File: config.mk
export PLATFORM = sky130hd
export DESIGN_NAME = riscv_rob_ctrl
export DESIGN_NICKNAME = d
export VERILOG_FILES = /design/src/rtl/riscv_rob_ctrl.sv
export SDC_FILE = /design/constraint.sdc
export NUM_CORES = 1
export LEC_CHECK = 0
export BUFFER_PORTS_ARGS = -buffer_cell sky130_fd_sc_hd__buf_2
export CORE_MARGIN = 2
export CORE_UTILIZATION = 25
export DETAILED_ROUTE_END_ITERATION = 10
export GPL_ROUTABILITY_DRIVEN = 0
export GPL_TIMING_DRIVEN = 0
export HOLD_SLACK_MARGIN = 0.05
export SYNTH_ARGS = -nofsm -noshare
export SYNTH_HDL_FRONTEND = slang
export SYNTH_SLANG_ARGS = --single-unit
File: constraint.sdc
create_clock -name clk -period 8.35 [get_ports clk]
set_input_delay 0.4175 -clock clk [delete_from_list [all_inputs] [get_ports clk]]
set_output_delay 0.4175 -clock clk [all_outputs]
set_load 0.02 [all_outputs]
File: src/rtl/riscv_rob_ctrl.sv
// Reorder-buffer control: 2-wide allocate, 2-port result fill, 2-wide in-order commit.
// Define RISCV_ROB_CTRL_FILL_BYPASS_EN to let a same-cycle fill of head/head+1 commit immediately.
module riscv_rob_ctrl #(
    parameter  int DEPTH = 32,
    localparam int IDX_W = $clog2(DEPTH)
) (
    input  logic             clk,
    input  logic             reset,
    input  logic             alloc_val_0,
    input  logic             alloc_val_1,
    input  logic             alloc_wen_0,
    input  logic             alloc_wen_1,
    input  logic [4:0]       alloc_waddr_0,
    input  logic [4:0]       alloc_waddr_1,
    output logic             alloc_rdy,
    output logic [IDX_W-1:0] alloc_slot_0,
    output logic [IDX_W-1:0] alloc_slot_1,
    input  logic             fill_wen_A,
    input  logic             fill_wen_B,
    input  logic [IDX_W-1:0] fill_slot_A,
    input  logic [IDX_W-1:0] fill_slot_B,
    output logic             commit_val_1,
    output logic             commit_val_2,
    output logic             commit_wen_1,
    output logic             commit_wen_2,
    output logic [IDX_W-1:0] commit_slot_1,
    output logic [IDX_W-1:0] commit_slot_2,
    output logic [4:0]       commit_waddr_1,
    output logic [4:0]       commit_waddr_2,
    input  logic             flush,
    output logic             full,
    output logic             empty,
    output logic [IDX_W:0]   count
);
    localparam int PTR_W = IDX_W + 1;
    localparam logic [PTR_W-1:0] DEPTH_P = PTR_W'(DEPTH);

    logic [PTR_W-1:0] head, tail;
    logic [DEPTH-1:0] valid, filled, wen;
    logic [DEPTH-1:0] valid_nxt, filled_nxt;
    logic [4:0]       waddr [DEPTH];
    logic [IDX_W-1:0] head_idx, head1_idx, tail_idx, tail1_idx;
    logic             byp_0, byp_1, rdy_0, rdy_1;
    logic             alloc_fire, alloc_two;
    logic [1:0]       n_alloc, n_commit;

    assign head_idx  = head[IDX_W-1:0];
    assign head1_idx = head_idx + IDX_W'(1);
    assign tail_idx  = tail[IDX_W-1:0];
    assign tail1_idx = tail_idx + IDX_W'(1);

    // Occupancy comes from the pointer difference; the wrap bit separates full from empty.
    assign count        = tail - head;
    assign alloc_rdy    = (DEPTH_P - count) >= PTR_W'(2);
    assign full         = (count == DEPTH_P);
    assign empty        = (count == '0);
    assign alloc_slot_0 = tail_idx;
    assign alloc_slot_1 = tail1_idx;

`ifdef RISCV_ROB_CTRL_FILL_BYPASS_EN
    assign byp_0 = (fill_wen_A && fill_slot_A == head_idx) || (fill_wen_B && fill_slot_B == head_idx);
    assign byp_1 = (fill_wen_A && fill_slot_A == head1_idx) || (fill_wen_B && fill_slot_B == head1_idx);
`else
    assign byp_0 = 1'b0;
    assign byp_1 = 1'b0;
`endif

    assign rdy_0 = valid[head_idx] && (filled[head_idx] || byp_0);
    assign rdy_1 = valid[head1_idx] && (filled[head1_idx] || byp_1);

    // Second retire slot only follows the first, so retirement never skips an entry.
    assign commit_val_1   = rdy_0 && !flush;
    assign commit_val_2   = commit_val_1 && rdy_1;
    assign commit_wen_1   = commit_val_1 && wen[head_idx];
    assign commit_wen_2   = commit_val_2 && wen[head1_idx];
    assign commit_slot_1  = commit_val_1 ? head_idx : '0;
    assign commit_slot_2  = commit_val_2 ? head1_idx : '0;
    assign commit_waddr_1 = commit_val_1 ? waddr[head_idx] : '0;
    assign commit_waddr_2 = commit_val_2 ? waddr[head1_idx] : '0;

    assign alloc_fire = alloc_rdy && alloc_val_0 && !flush;
    assign alloc_two  = alloc_fire && alloc_val_1;
    assign n_alloc    = {1'b0, alloc_fire} + {1'b0, alloc_two};
    assign n_commit   = {1'b0, commit_val_1} + {1'b0, commit_val_2};

    // Fill, then retire, then allocate: a retiring slot drops its filled bit too.
    always_comb begin
        valid_nxt  = valid;
        filled_nxt = filled;
        if (fill_wen_A && valid[fill_slot_A]) filled_nxt[fill_slot_A] = 1'b1;
        if (fill_wen_B && valid[fill_slot_B]) filled_nxt[fill_slot_B] = 1'b1;
        if (commit_val_1) begin
            valid_nxt[head_idx]  = 1'b0;
            filled_nxt[head_idx] = 1'b0;
        end
        if (commit_val_2) begin
            valid_nxt[head1_idx]  = 1'b0;
            filled_nxt[head1_idx] = 1'b0;
        end
        if (alloc_fire) begin
            valid_nxt[tail_idx]  = 1'b1;
            filled_nxt[tail_idx] = 1'b0;
        end
        if (alloc_two) begin
            valid_nxt[tail1_idx]  = 1'b1;
            filled_nxt[tail1_idx] = 1'b0;
        end
    end

    always_ff @(posedge clk or negedge reset) begin
        if (!reset) begin
            head   <= '0;
            tail   <= '0;
            valid  <= '0;
            filled <= '0;
        end else if (flush) begin
            head   <= '0;
            tail   <= '0;
            valid  <= '0;
            filled <= '0;
        end else begin
            head   <= head + PTR_W'(n_commit);
            tail   <= tail + PTR_W'(n_alloc);
            valid  <= valid_nxt;
            filled <= filled_nxt;
        end
    end

    // Payload is only meaningful while valid is set, so it carries no reset.
    always_ff @(posedge clk) begin
        if (alloc_fire) begin
            wen[tail_idx]   <= alloc_wen_0;
            waddr[tail_idx] <= alloc_waddr_0;
        end
        if (alloc_two) begin
            wen[tail1_idx]   <= alloc_wen_1;
            waddr[tail1_idx] <= alloc_waddr_1;
        end
    end
endmodule

-- After elaboration in Yosys (flattened, before gate mapping)
Memory sizes are Yosys's and may differ from the RTL's.
Cells that the tools add are included.
- word-level logic and storage cells: 115
- register bits after elaboration: 108
- input bits: 29
- memories: 1
- bits in writable memories: 160
- output and inout port bits: 43
- memory list (memory ; words ; width ; rd ports ; clocked after Yosys merged registers in ; wr ports ; RTL line ; text):
    waddr ; 32 ; 5 ; 2 ; 0 ; 2 ; 41 ; logic [4:0] waddr [DEPTH];
- equality and inequality tests: 1
- reduce and logical (&&, ||, !) cells: 19
- bitwise operators: 14
- $add $sub $neg: 8
- muxes and demuxes: 54
- magnitude comparators: 13
- operators with widths (cell ; number):
    32-bit two-way mux ; 14
    32-bit AND ; 6
    32-bit inverter ; 4
    32-bit bitwise OR ; 4
    32-bit bitwise mux ; 2
    1-bit binary-select mux with 5-bit select ; 8
    5-bit by 6-bit < comparator with 1-bit output, second input constant ; 6
    1-bit demux with 5-bit select ; 6
    5-bit by 1-bit greater-or-equal comparator with 1-bit output, second input constant ; 6
    5-bit two-way mux ; 4
    1-bit two-way mux ; 18
    1-bit logical AND ; 17
    6-bit by 2-bit adder with 6-bit output ; 2
    6-bit two-way mux ; 2
    5-bit by 1-bit adder with 5-bit output, second input constant ; 2
    6-bit == test, second input constant ; 1
    6-bit by 2-bit greater-or-equal comparator with 1-bit output, second input constant ; 1
    6-bit logical NOT ; 1
    6-bit subtractor ; 1
    6-bit subtractor, first input constant ; 1
    1-bit by 1-bit adder with 2-bit output ; 2
    1-bit logical NOT ; 1

-- Longest topological paths before layout
- depth in word-level cells: 17
- depth in mapped cells: 22
- depth with buffers taken out: 17

-- Worst setup path after synthesis
Ideal clock, no wire load.
- path type: register to register
- start: register head[1]
- end: register tail[4]
- path slack: 3542 ps
- required time: 8218 ps
- data arrival time: 4676 ps
- clock period less this slack: 4808 ps
- library setup time: 132 ps
- cell stages (with the launch flop): 23
- path through: dfrtp_1 buf_2 buf_4 buf_2 buf_2 inv_1 ha_1 nor2b_1 o311a_1 or4_1 nand3_2 xor2_1 nor2_1 inv_2 buf_4 buf_2 nand3_1 fa_1 inv_1 ha_1 nand3_1 xor2_1 nor2_1
- cells in the longest elaborated chain, start to end: 9
- RTL lines (what ; RTL line ; text):
    start: declaration ; 38 ; logic [PTR_W-1:0] head, tail;
    start signal: assignment ; 122 ; head <= head + PTR_W'(n_commit);
    6-bit subtractor (*) ; 53 ; assign count = tail - head;
    named net count[5] ; 33 ; output logic [IDX_W:0] count
    6-bit subtractor (*) ; 54 ; assign alloc_rdy = (DEPTH_P - count) >= PTR_W'(2);
    6-bit by 2-bit greater-or-equal comparator with 1-bit output (*) ; 54 ;
    named net alloc_rdy ; 15 ; output logic alloc_rdy,
    1-bit logical AND (*) (2 in series) ; 81 ; assign alloc_fire = alloc_rdy && alloc_val_0 && !flush;
    1-bit logical AND ; 82 ; assign alloc_two = alloc_fire && alloc_val_1;
    1-bit by 1-bit adder with 2-bit output (*) ; 83 ; assign n_alloc = {1'b0, alloc_fire} + {1'b0, alloc_two};
    6-bit by 2-bit adder with 6-bit output (*) ; 123 ; tail <= tail + PTR_W'(n_alloc);
    6-bit two-way mux (*) ; 116 ; end else if (flush) begin
    end signal: assignment ; 123 ;
    end: declaration ; 38 ;
Mark *: on every way through the listed nets, which the timed path passes. The rest lies on a longest branch.

-- Final worst setup path
- start: register head[1]
- end: output commit_waddr_2[3]
- cells in the longest elaborated chain, start to end: 6
- RTL lines (what ; RTL line ; text):
    5-bit by 1-bit adder with 5-bit output or 1-bit binary-select mux with 5-bit select (tied branches) ; 48, 68 ;
    1-bit binary-select mux with 5-bit select or 1-bit two-way mux (tied branches) ; 69, 68 ;
    1-bit two-way mux (not written as such) or 1-bit logical AND (tied branches) ; 69, 68 ;
    1-bit logical AND, on equally long branches ; 69, 72 ;
    1-bit logical AND ; 73 ; assign commit_val_2 = commit_val_1 && rdy_1;
    5-bit two-way mux (*) ; 79 ; assign commit_waddr_2 = commit_val_2 ? waddr[head1_idx] : '0;
    end: declaration ; 29 ; output logic [4:0] commit_waddr_2,
Every way passes the cells marked *; elsewhere a longest branch is shown, timed or not. The select of a mux whose other input is x is not followed.

==> flow_summary.ini <==
[status]
status = complete, but fails checks
violations = capacitance limit, slew limit

[global_route]
grtUsageTotal_pct = 18.7
use_met3_pct = 6.42
use_met1_pct = 24.8
antenna_found_initial = 3
first_global_vias = 15352
grt_pass1_wl_um = 104000
overflow = 0
grt_max_degree = 45
use_met2_pct = 27.5
grt_busiest_layer = met2

[placed_design]
dp_hpwl_um = 55900
io_buffers = 67
place_inst = 2682

[critical_path]
rrSetupSlack_ns = 1.45
critPathLaunch = head[1]
cp_slowest_stage_delay_ns = 0.98
path_buf_inv = 9
crit_path_end = commit_waddr_2[3]
worst_r2r_endpoint = head[4]
worst_ep_arrival_time_ns = 7.75
reg2reg_depth = 19
criticalPathCategory = flip-flop to output port
required_ns = 7.93
path_max_fanout = 10
end_kind = output port
startpoint_type = flip-flop
crit_top_cell = buf_2
crit_path_cell_trace = buf_2, buf_4, buf_2, buf_2, inv_1, ha_1, buf_2, buf_1, clkbuf_1, mux4_2, o311ai_0, a221oi_1, buf_2
worst-path-stages = 13
r2r_start = head[1]
crit_slowest_cell = clkbuf_1
cp_top_family = buffers and inverters

[finish]
num-nets-final = 1810
stdcell_count = 2737
n_fill_cell = 7570
layout-drive-gt1-share_pct = 28.5
utilization_pct = 28.7
syn_to_final_growth_pct = 14.1

[clock_tree]
root_buffer = clkbuf_16
cts.sinks = 268
cts_made_buffers = 29
postCtsSetupRepairBufs = 0
tritoncts = done
cts.repair.resized = 0
clk_pin_slew_ns = 0.06
htree_levels = 1
clk_path_buf_depth = 3
clock_latency_ns = 0.60
holdBufCountCts = 1

[floorplan]
rows = 99
core_mm2 = 0.0728
die_w_um = 275
ios = 72
initial_core_util_pct = 25.2
die_area_mm2 = 0.0755
die_y_um = 275

[timing]
setup-tns-final_ns = 0
max_freq_ghz = 0.122
worst_pin_slew_ns = 1.52
fin_crit_sh_pct = 97.8
period_minus_slack_ns = 8.17
final_hold_viol_count = 0
rsz0062_at_grt = false
setup_viol_count_final = 0
worst_hold_slack_ns = 0.211
report.final.slew_viol_count = 8
fin_skew_ns = 0.0272
slew_headroom_pct = -1.63

[route]
wl_per_cell_um = 26.7
viasPerCell = 5.93
first_pass_iters = 8
wirelength_um = 73100
dr_total_vias = 16233
drt-initial-drc-count = 2617
drc = 0
ant_nets = 0

[logic_synthesis]
syn_area_mm2 = 0.0183
synth_flop_cell = edfxtp_1
synth-seq-area-share_pct = 40.1
syn_avg_cell_area_um2 = 11.1
synth-simple-area-share_pct = 13.1
synth-adder-area-share_pct = 1.90
synthMuxAreaShare_pct = 26.1
yosysWarnings = 0
synth_cell_type_count = 76
synth-edff-count = 160
synth_compound_area_share_pct = 13.3
netlist_instances = 1655
syn_nets = 1710
synth_xor_area_share_pct = 0.996
async_reset_ff_share_pct = 28.4
ys_ff_latch = 268
synth_top_family_by_area = multiplexers

[power]
ir_worst_vdd_uv = 156
power.leakage_nw = 7.47
power_density_mw_per_mm2 = 173
power.total_mw = 3.63

[hold_path]
hold_class = primary input to flip-flop

[flow_run]
maxCapViolations = 1
==> registers in the layout, indices dropped and copies added (netlist names) <==
| register | count |
|---|---|
| filled | 32 |
| waddr | 160 |
| wen | 32 |
| head | 6 |
| tail | 6 |
| valid | 32 |
==> layout make-up <==
| cell class | instances | area (µm²) | area share, % |
|---|---|---|---|
| flip-flops and latches | 268 | 7350 | 35.1 |
| diodes | 2 | 5.00 | 0.0239 |
| inverters | 28 | 105 | 0.502 |
| clock inverters | 14 | 156 | 0.747 |
| clock buffers | 38 | 831 | 3.97 |
| plain buffers | 164 | 743 | 3.55 |
| multi-input cells | 1195 | 10200 | 48.6 |
| repair buffers | 69 | 375 | 1.79 |
| well taps | 959 | 1200 | 5.73 |
==> logic make-up (layout without fill, tap and decap cells) <==
group,after synthesis,after routing
AOI/OAI and AO/OA,362,362
xor gates and xnor gates,20,20
adders and majority gates,26,26
buffers and inverters,192,313
DFF,268,268
muxes,309,309
other,0,2
and+or+nand+nor,478,478
==> worst min-delay path by stage <==
| stage | startpoint | endpoint | slack, ns | cells after the start |
|---|---|---|---|---|
| after global routing | alloc_waddr_1[0] | waddr[17][0] | 0.22 | 2 |
| after detailed placement | reset | filled[0] | 0.44 | 1 |
| after global placement | wen[6] | wen[6] | 0.48 | 2 |
| final | alloc_waddr_1[0] | waddr[26][0] | 0.21 | 2 |
| after floorplan | reset | filled[0] | 0.12 | 0 |
| after CTS | alloc_waddr_0[2] | waddr[0][2] | 0.19 | 2 |
==> cells in the final DEF (no fill, tap or decap), types with 32 or more instances in the layout <==
cell      instances
nand2_1         146
nand3_1          60
clkbuf_1         84
dfxtp_1          32
mux2_2          161
a21oi_1          64
a31oi_1          42
edfxtp_1        160
dfrtp_1          76
nor2_1          117
a21o_1           50
mux4_2          119
buf_2           126
o22ai_1          36
o21ai_0          60
==> synthesized netlist by cell type, types with 29 or more instances <==
| library cell | n | share of area (%) |
|---|---|---|
| mux2_2 | 161 | 9.9 |
| edfxtp_1 | 160 | 26 |
| nand2_1 | 146 | 3.0 |
| mux4_2 | 119 | 15 |
| nor2_1 | 117 | 2.4 |
| clkbuf_1 | 81 | 1.7 |
| dfrtp_1 | 76 | 10 |
| a21oi_1 | 64 | 1.7 |
| buf_2 | 60 | 1.6 |
| nand3_1 | 60 | 1.6 |
| o21ai_0 | 60 | 1.6 |
| a21o_1 | 50 | 2.0 |
| a31oi_1 | 42 | 1.4 |
| o22ai_1 | 36 | 1.2 |
| dfxtp_1 | 32 | 3.5 |
| nor3_1 | 31 | 0.85 |
| mux2i_1 | 29 | 1.6 |
==> worst reg2reg max path, cell delays in order, from the launching register on <==
cell	delay, ns
dfrtp_1	0.81
buf_2	0.46
buf_4	0.34
buf_2	0.42
buf_2	0.46
inv_1	0.41
ha_1	0.40
buf_2	0.30
inv_1	0.11
mux4_2	0.31
mux2i_1	0.11
and2_1	0.26
o21ai_0	0.63
buf_2	0.50
inv_1	0.22
fa_1	0.48
ha_1	0.23
nand3_1	0.11
xnor2_1	0.13
nor2_1	0.06
==> stage by stage <==
stage	instance area, µm²	setup slack, ns
after floorplan	18300	3.54
after global routing	20900	0.236
after global placement	19900	1.29
after detailed placement	19900	1.20
final	20900	0.182
after CTS	20900	0.526
==> routing by layer <==
layer  share of wire, %  vias to the layer above
li1                   -                     6571
met3                 14                      269
met5               0.25                        -
met2                 41                     1376
met1                 39                     8013
met4                5.3                        4
==> power by group <==
| part | total [mW] | switching, mW | internal [mW] |
|---|---|---|---|
| registers | 1.49 | 0.0429 | 1.44 |
| logic | 0.766 | 0.546 | 0.220 |
| clock network | 1.38 | 0.586 | 0.792 |
| total | 3.63 | 1.17 | 2.46 |
(Power assumes the default switching activity.)
